===== config.mk =====
export PLATFORM = sky130hd
export DESIGN_NAME = post_code
export DESIGN_NICKNAME = d
export VERILOG_FILES = /design/src/rtl/post_code_pkg.sv /design/src/rtl/post_code_sync.sv /design/src/rtl/post_code.sv
export SDC_FILE = /design/constraint.sdc
export NUM_CORES = 1
export LEC_CHECK = 0
export BUFFER_PORTS_ARGS = -buffer_cell sky130_fd_sc_hd__buf_2
export CAP_MARGIN = 20
export CELL_PAD_IN_SITES_DETAIL_PLACEMENT = 0
export CELL_PAD_IN_SITES_GLOBAL_PLACEMENT = 1
export CORE_MARGIN = 10
export CORE_UTILIZATION = 45
export DETAILED_ROUTE_END_ITERATION = 7
export PLACE_DENSITY = 0.85
export SKIP_LAST_GASP = 1
export SLEW_MARGIN = 20
export SYNTH_ARGS = -nofsm -noshare
export SYNTH_HDL_FRONTEND = slang
export SYNTH_SLANG_ARGS = --single-unit

===== constraint.sdc =====
create_clock -name refclk -period 3.15 [get_ports refclk]
set_input_delay 0.4725 -clock refclk [delete_from_list [all_inputs] [get_ports refclk]]
set_output_delay 0.4725 -clock refclk [all_outputs]
set_load 0.01 [all_outputs]

===== src/rtl/post_code_pkg.sv =====
// Shared types and constants for the POST debug-port responder.
// The FSM state encoding is visible to the bench through o_dbg_state.
package post_code_pkg;

  localparam int BREAK_CYCLES_DEF = 32;

  typedef enum logic [2:0] {
    IDLE = 3'd0,
    P1   = 3'd1,
    P2   = 3'd2,
    P3   = 3'd3,
    DATA = 3'd4,
    DONE = 3'd5
  } state_t;

endpackage


===== src/rtl/post_code_sync.sv =====
// testreq synchronizer, rising-edge detector and break (request-idle) timer.
// o_brk stays high while the idle count sits at its saturation value.
module post_code_sync
  import post_code_pkg::*;
#(
  parameter int BREAK_CYCLES = BREAK_CYCLES_DEF
) (
  input  logic i_clk,
  input  logic i_rst,
  input  logic i_testreq,
  output logic o_req_pulse,
  output logic o_brk
);

  localparam int CW = $clog2(BREAK_CYCLES + 1);
  localparam logic [CW-1:0] BRK_MAX = CW'(BREAK_CYCLES);

  logic          r_s1;
  logic          r_s2;
  logic [CW-1:0] r_brk_cnt;
  logic          w_pulse;

  assign w_pulse = r_s1 & ~r_s2;

  always_ff @(posedge i_clk) begin
    if (i_rst) begin
      r_s1      <= 1'b0;
      r_s2      <= 1'b0;
      r_brk_cnt <= '0;
    end else begin
      r_s1 <= i_testreq;
      r_s2 <= r_s1;
      if (w_pulse) begin
        r_brk_cnt <= '0;
      end else if (r_brk_cnt != BRK_MAX) begin
        r_brk_cnt <= r_brk_cnt + CW'(1);
      end
    end
  end

  assign o_req_pulse = w_pulse;
  assign o_brk       = (r_brk_cnt == BRK_MAX);

endmodule


===== src/rtl/post_code.sv =====
// POST debug-port target responder: FSM, serial byte shifter and testack mux.
// Define POST_CODE_CHAIN_EN to chain bytes (P1 after the 8th data bit) instead of stopping in DONE.
module post_code
  import post_code_pkg::*;
#(
  parameter int BREAK_CYCLES = BREAK_CYCLES_DEF
) (
  input  logic       refclk,
  input  logic       reset,
  input  logic       testreq,
  output logic       testack,
  input  logic [7:0] txin,
  input  logic       tx_pending,
  output logic       want_tx,
  output logic [2:0] o_dbg_state
);

`ifdef POST_CODE_CHAIN_EN
  localparam state_t BYTE_END_STATE = P1;
`else
  localparam state_t BYTE_END_STATE = DONE;
`endif

  // Byte source handshake: tx_pending is "valid" for txin; want_tx is a
  // one-cycle "taken" strobe in the first DATA cycle, after which the source may reload txin.
  state_t     r_state;
  state_t     w_base_state;
  state_t     w_next_state;
  logic [7:0] r_shreg;
  logic [2:0] r_bitcnt;
  logic       r_want_tx;
  logic       w_pulse;
  logic       w_brk;
  logic       w_load;
  logic       w_shift;

  post_code_sync #(
    .BREAK_CYCLES(BREAK_CYCLES)
  ) u_sync (
    .i_clk      (refclk),
    .i_rst      (reset),
    .i_testreq  (testreq),
    .o_req_pulse(w_pulse),
    .o_brk      (w_brk)
  );

  always_ff @(posedge refclk) begin
    if (reset) begin
      r_state <= IDLE;
    end else begin
      r_state <= w_next_state;
    end
  end

  // A break lands first, so a coincident pulse is processed from IDLE.
  always_comb begin
    w_base_state = w_brk ? IDLE : r_state;
    w_next_state = w_base_state;
    if (w_pulse) begin
      case (w_base_state)
        IDLE:    w_next_state = P1;
        P1:      w_next_state = P2;
        P2:      w_next_state = P3;
        P3:      w_next_state = tx_pending ? DATA : P1;
        DATA:    w_next_state = (r_bitcnt == 3'd7) ? BYTE_END_STATE : DATA;
        DONE:    w_next_state = DONE;
        default: w_next_state = IDLE;
      endcase
    end
  end

  assign w_load  = w_pulse && (w_base_state == P3) && tx_pending;
  assign w_shift = w_pulse && (w_base_state == DATA);

  always_ff @(posedge refclk) begin
    if (reset) begin
      r_shreg   <= 8'h00;
      r_bitcnt  <= 3'd0;
      r_want_tx <= 1'b0;
    end else begin
      r_want_tx <= w_load;
      if (w_load) begin
        r_shreg  <= txin;
        r_bitcnt <= 3'd0;
      end else if (w_shift) begin
        r_shreg  <= {r_shreg[6:0], 1'b0};
        r_bitcnt <= r_bitcnt + 3'd1;
      end else if (w_brk) begin
        r_bitcnt <= 3'd0;
      end
    end
  end

  // testack already carries the answer for the next pulse before it rises.
  always_comb begin
    testack = 1'b0;
    case (r_state)
      P3:      testack = tx_pending;
      DATA:    testack = r_shreg[7];
      default: testack = 1'b0;
    endcase
  end

  assign want_tx     = r_want_tx;
  assign o_dbg_state = r_state;

endmodule


* Yosys cells after proc, flatten, opt, wreduce, memory -nomap -nowiden *
Cells that the tools add are included.

word-level totals
  word-level logic and storage cells = 39
  register bits after elaboration = 23

cells by class
  mux-type cells = 10
  eq/ne operators = 10
  bitwise operators = 2
  $add $sub $neg = 2
  reductions and logical operators = 8

operator list
  operator                                                                number
  3-bit case mux with 6 select lines                                      1
  8-bit 2-to-1 mux                                                        2
  3-bit 2-to-1 mux                                                        5
  3-bit equality test (second input constant)                             4
  3-bit by 2-bit equality test with 1-bit output (second input constant)  3
  6-bit by 1-bit adder with 6-bit output (second input constant)          1
  6-bit equality test (second input constant)                             1
  6-bit inequality test (second input constant)                           1
  2-bit nonzero test                                                      2
  2-bit OR reduction                                                      2
  3-bit by 1-bit adder with 3-bit output (second input constant)          1
  3-bit by 1-bit equality test with 1-bit output (second input constant)  1
  1-bit logical AND                                                       3
  3-bit logical NOT                                                       1
  1-bit case mux with 2 select lines                                      1
  1-bit bitwise AND                                                       1
  1-bit 2-to-1 mux                                                        1
  1-bit inverter                                                          1

* Depth between registers and ports, before layout *
  word-level depth = 6
  gate-level depth with buffers = 7
  gate-level depth less buffers = 6

* By module *
From an unflattened synthesis, not the netlist that was laid out.

second synthesis, totals
  cell total of the unflattened synthesis = 123
  area total of the unflattened synthesis = 1081.0 µm²

modules (own cells, without submodules)
  module          area an instance (µm²)  cells each  seq. area each (µm²)  times used
  post_code       716.9                   84          300.3                 1
  post_code_sync  364.1                   39          160.2                 1

* Least setup slack after synthesis *
Ideal clock, no wire load.

  path type = reg-to-reg
  start point = register r_state[1] (netlist: o_dbg_state[1])
  end point = register r_shreg[2]
  arrival time = 1.613 ns
  period minus slack after synthesis = 1.735 ns
  buffers on the path = 1
  cell stages (with the launch flop) = 6
  slack = 1.415 ns
  cells stage by stage = dfxtp_1 > buf_2 > or3b_4 > a211oi_4 > nor3_2 > a221o_1

between the ends
  longest elaborated chain between the ends = 5
  elaborated cells on any way between the ends = 8
  those cells by class = 2 x eq/ne; 2 x mux; 4 x reduce/logical

ends and longest elaborated chain
  what                                                           line             RTL
  from (decl)                                                    post_code.sv:26  state_t r_state;
  from (signal assigned)                                         post_code.sv:51  r_state <= w_next_state;
  3-bit 2-to-1 mux (*)                                           post_code.sv:57  w_base_state = w_brk ? IDLE : r_state;
  3-bit by 2-bit equality test with 1-bit output                 post_code.sv:72  assign w_load = w_pulse && (w_base_state == P3) && tx_pending;
  1-bit logical AND (2 in a row)                                 post_code.sv:72
  8-bit 2-to-1 mux / 2-bit nonzero test (equally long branches)  --
  to (signal assigned)                                           post_code.sv:83  r_shreg <= txin;
  to (signal assigned)                                           post_code.sv:86  r_shreg <= {r_shreg[6:0], 1'b0};
  to (decl)                                                      post_code.sv:29  logic [7:0] r_shreg;

Mark *: on every way between the ends. The rest lies on a longest branch, timed or not.
A chain may end at the register's enable or synchronous reset.

* Worst setup path after layout *
  start point = register u_sync.r_brk_cnt[0]
  end point = register r_state[0] (netlist: o_dbg_state[0])

between the ends
  longest elaborated chain between the ends = 5
  elaborated cells on any way between the ends = 10
  those cells by class = 6 x eq/ne; 3 x mux; 1 x reduce/logical

ends and longest elaborated chain
  what                                         line                  RTL
  from (decl)                                  post_code_sync.sv:20  logic [CW-1:0] r_brk_cnt;
  from (signal assigned)                       post_code_sync.sv:36  r_brk_cnt <= r_brk_cnt + CW'(1);
  6-bit equality test (*)                      post_code_sync.sv:42  assign o_brk = (r_brk_cnt == BRK_MAX);
  3-bit 2-to-1 mux (*)                         post_code.sv:57
  3-bit equality test (tied with other cells)  post_code.sv:60       case (w_base_state)
  3-bit case mux with 6 select lines           post_code.sv:60
  3-bit 2-to-1 mux (*)                         post_code.sv:59       if (w_pulse) begin

Marked as above.

==> flow_summary.json <==
{
  "status": "finished, final reports clean",
  "drt_iter0_drc": 80,
  "cp-start-kind": "flip-flop",
  "drc": 0,
  "cts-hold-fix-buffers": 0,
  "yosys.area.top_type": "dfxtp_1",
  "die_area_um2": 4930,
  "core_um2": 2430,
  "hp-class": "primary input to flip-flop",
  "hpwl_um": 1740,
  "clock_sinks": 23,
  "synthTopCellsByArea": "dfxtp_1 (41%), a221o_1 (4.4%), ha_1 (4.4%)",
  "antenna_found_initial": 0,
  "layout-drive-gt1-share": 0.206,
  "portBuffers": 16,
  "grt_overflow_total": 0,
  "cp_max_fo": 10,
  "fin_skew_ps": 0.945,
  "final_common_cell": "dfxtp_1",
  "drv_cap": 0,
  "root_buffer": "clkbuf_4",
  "ys_seq_area_frac": 0.405,
  "cts_tree": "done",
  "grt_max_degree": 19,
  "drt_wl_total_um": 2350,
  "place_area_um2": 1220,
  "postRouteAntennaNets": 0,
  "antenna-diode-count": 0,
  "cp_data_required_time_ps": 3370,
  "fin_area_um2": 1240,
  "synthXorXnorAreaFrac": 0.0385,
  "via_count": 870,
  "fin_util": 0.511,
  "totalNegativeSetupSlack_ps": 0,
  "critPathKind": "flip-flop to flip-flop",
  "track_usage": 0.0993,
  "synthesis.instances": 119,
  "syn-num-nets": 135,
  "cts.path.max_buffers": 2,
  "period_minus_slack_ps": 2050,
  "slew_violations": 0,
  "ctsResizeCount": 0,
  "setup_viol": 0,
  "nNetsFinal": 148,
  "area_growth_pct": 9.36,
  "start_util": 0.467,
  "gp_congestion": 0.775,
  "power.density_nw_per_um2": 387,
  "die_w_um": 70.2,
  "syn-cell-area_um2": 1140,
  "p_leak_uw": 0.000460,
  "worst_pin_slew_ps": 661,
  "vias_per_cell": 5.40,
  "synth_compound_area_frac": 0.160,
  "pin_count": 17,
  "peakVddDrop_mv": 0.319,
  "layout_common_cells": "dfxtp_1 (23), buf_2 (16), nand2_1 (9), nor2_1 (8), nor3_1 (8)",
  "fin_crit_sh": 0.650,
  "synth_top_area_share": 0.405,
  "rrSetupSlack_ps": 1100,
  "max_freq_mhz": 488,
  "use_met2": 0.162,
  "whs_path_depth": 2,
  "post_cts_buffers": 0,
  "gr-usage-met3": 0.0381,
  "synth_area_per_cell_um2": 9.55,
  "crit_arrival_ps": 2260,
  "cts-buffers-inserted": 3,
  "hold_viol_final": 0,
  "r2r_cells": 6,
  "htree_levels": 1,
  "grt-busiest-layer": "met2",
  "insertion_delay_ps": 310,
  "yosys_warnings": 0,
  "grt_pass1_wl_um": 4260,
  "synth.area.mux_share": 0.0352,
  "gr-usage-met1": 0.123,
  "end_kind": "flip-flop",
  "die_y_um": 70.2,
  "synth_fa_ha_area_frac": 0.0441,
  "slew_headroom": 0.559,
  "ys_types": 37,
  "synth-simple-area-share": 0.278,
  "clkTransAtPathRegs_ps": 120,
  "dr.pass1.iters": 4,
  "first_global_vias": 901,
  "synth_top_family_by_area": "simple AND/OR/NAND/NOR gates",
  "routedWlPerCell_um": 14.6,
  "rows": 18,
  "rsz0062_at_grt": "no",
  "synth-seq-cells": 23
}
==> registers in the layout, indices dropped and copies added, names as in the netlist <==
signal and count:
o_dbg_state 3, u_sync.r_s2 1, want_tx 1, u_sync.r_s1 1, r_bitcnt 3, u_sync.r_brk_cnt 6, r_shreg 8
==> through the flow <==
step           std cells  hold slack, ps  worst slack [ps]  total power (uW)
3_5_place_dp         157             466              1100               354
5_1_grt              161             355               878               511
3_3_place_gp         157             461              1220               351
4_1_cts              161             371              1080               485
2_1_floorplan        119             447              1420               340
6_report             161             371              1100               481
==> critical path, cell delays in order, from the launching register on <==
cell       delay [ps]
dfxtp_1           350
inv_1              90
ha_1              160
nor4b_4           380
and2_1            480
nor4_1            150
a2111oi_2         340
==> layer usage <==
layer / up-vias / wire length (um)
met5: - / 0
met3: 2 / 130
li1: 450 / -
met2: 22 / 1040
met1: 396 / 1170
met4: 0 / 9
==> cell usage after synthesis <==
master and instances:
nor4b_4 1, ha_1 4, dfxtp_1 23, xor2_1 2
a211oi_4 1, nor4b_1 1, nand2b_1 2, and4b_2 1
nand2_1 9, clkbuf_1 4, nor3_2 1, nor2_1 8
nor2b_1 3, or3b_1 1, a211o_1 1, nor4_2 1
nor3_1 8, nor4_1 1, buf_4 1, mux2i_1 4
nand4b_1 1, or3_1 1, a211oi_1 5, a22oi_1 1
or3b_4 1, nand3b_1 1, nor3b_1 1, xnor2_1 3
a21oi_1 4, a2111oi_2 1, o21ai_0 2, inv_1 2
nand3_1 4, a221o_1 5, a211oi_2 1, buf_2 3
and2_1 6
==> path summary, 6_finish.rpt <==
path,startpoint,to
hold / removal,testreq,u_sync.r_s1$_SDFF_PP0_
setup / recovery,u_sync.r_brk_cnt[0]$_SDFFE_PP0N_,o_dbg_state[0]$_SDFF_PP0_
hold reg to reg,r_shreg[0]$_SDFFE_PP0P_,r_shreg[0]$_SDFFE_PP0P_
setup reg to reg,u_sync.r_brk_cnt[0]$_SDFFE_PP0N_,o_dbg_state[0]$_SDFF_PP0_
==> report_power, final <==
| group | internal [uW] | switching [uW] | total [uW] |
|---|---|---|---|
| Clock | 49.5 | 84.4 | 134 |
| Combinational | 19.3 | 24.2 | 43.5 |
| Sequential | 296 | 7.17 | 303 |
==> cell type report <==
cell class	count	area, um^2
clock buffers	4	26.3
fillers	233	1190
inverters	2	7.51
multi-input cells	86	631
flip-flops and latches	23	460
well taps	30	37.5
repair buffers	16	80.1
==> cells by family (layout without fill, tap and decap cells) <==
group | count (synthesis) | after routing
and+or+nand+nor | 52 | 52
AOI/OAI and AO/OA | 21 | 21
DFF | 23 | 23
muxes | 4 | 4
adders and majority gates | 4 | 4
buffers and inverters | 10 | 22
xor gates and xnor gates | 5 | 5
Note: power is estimated with default switching activity, not from simulation.
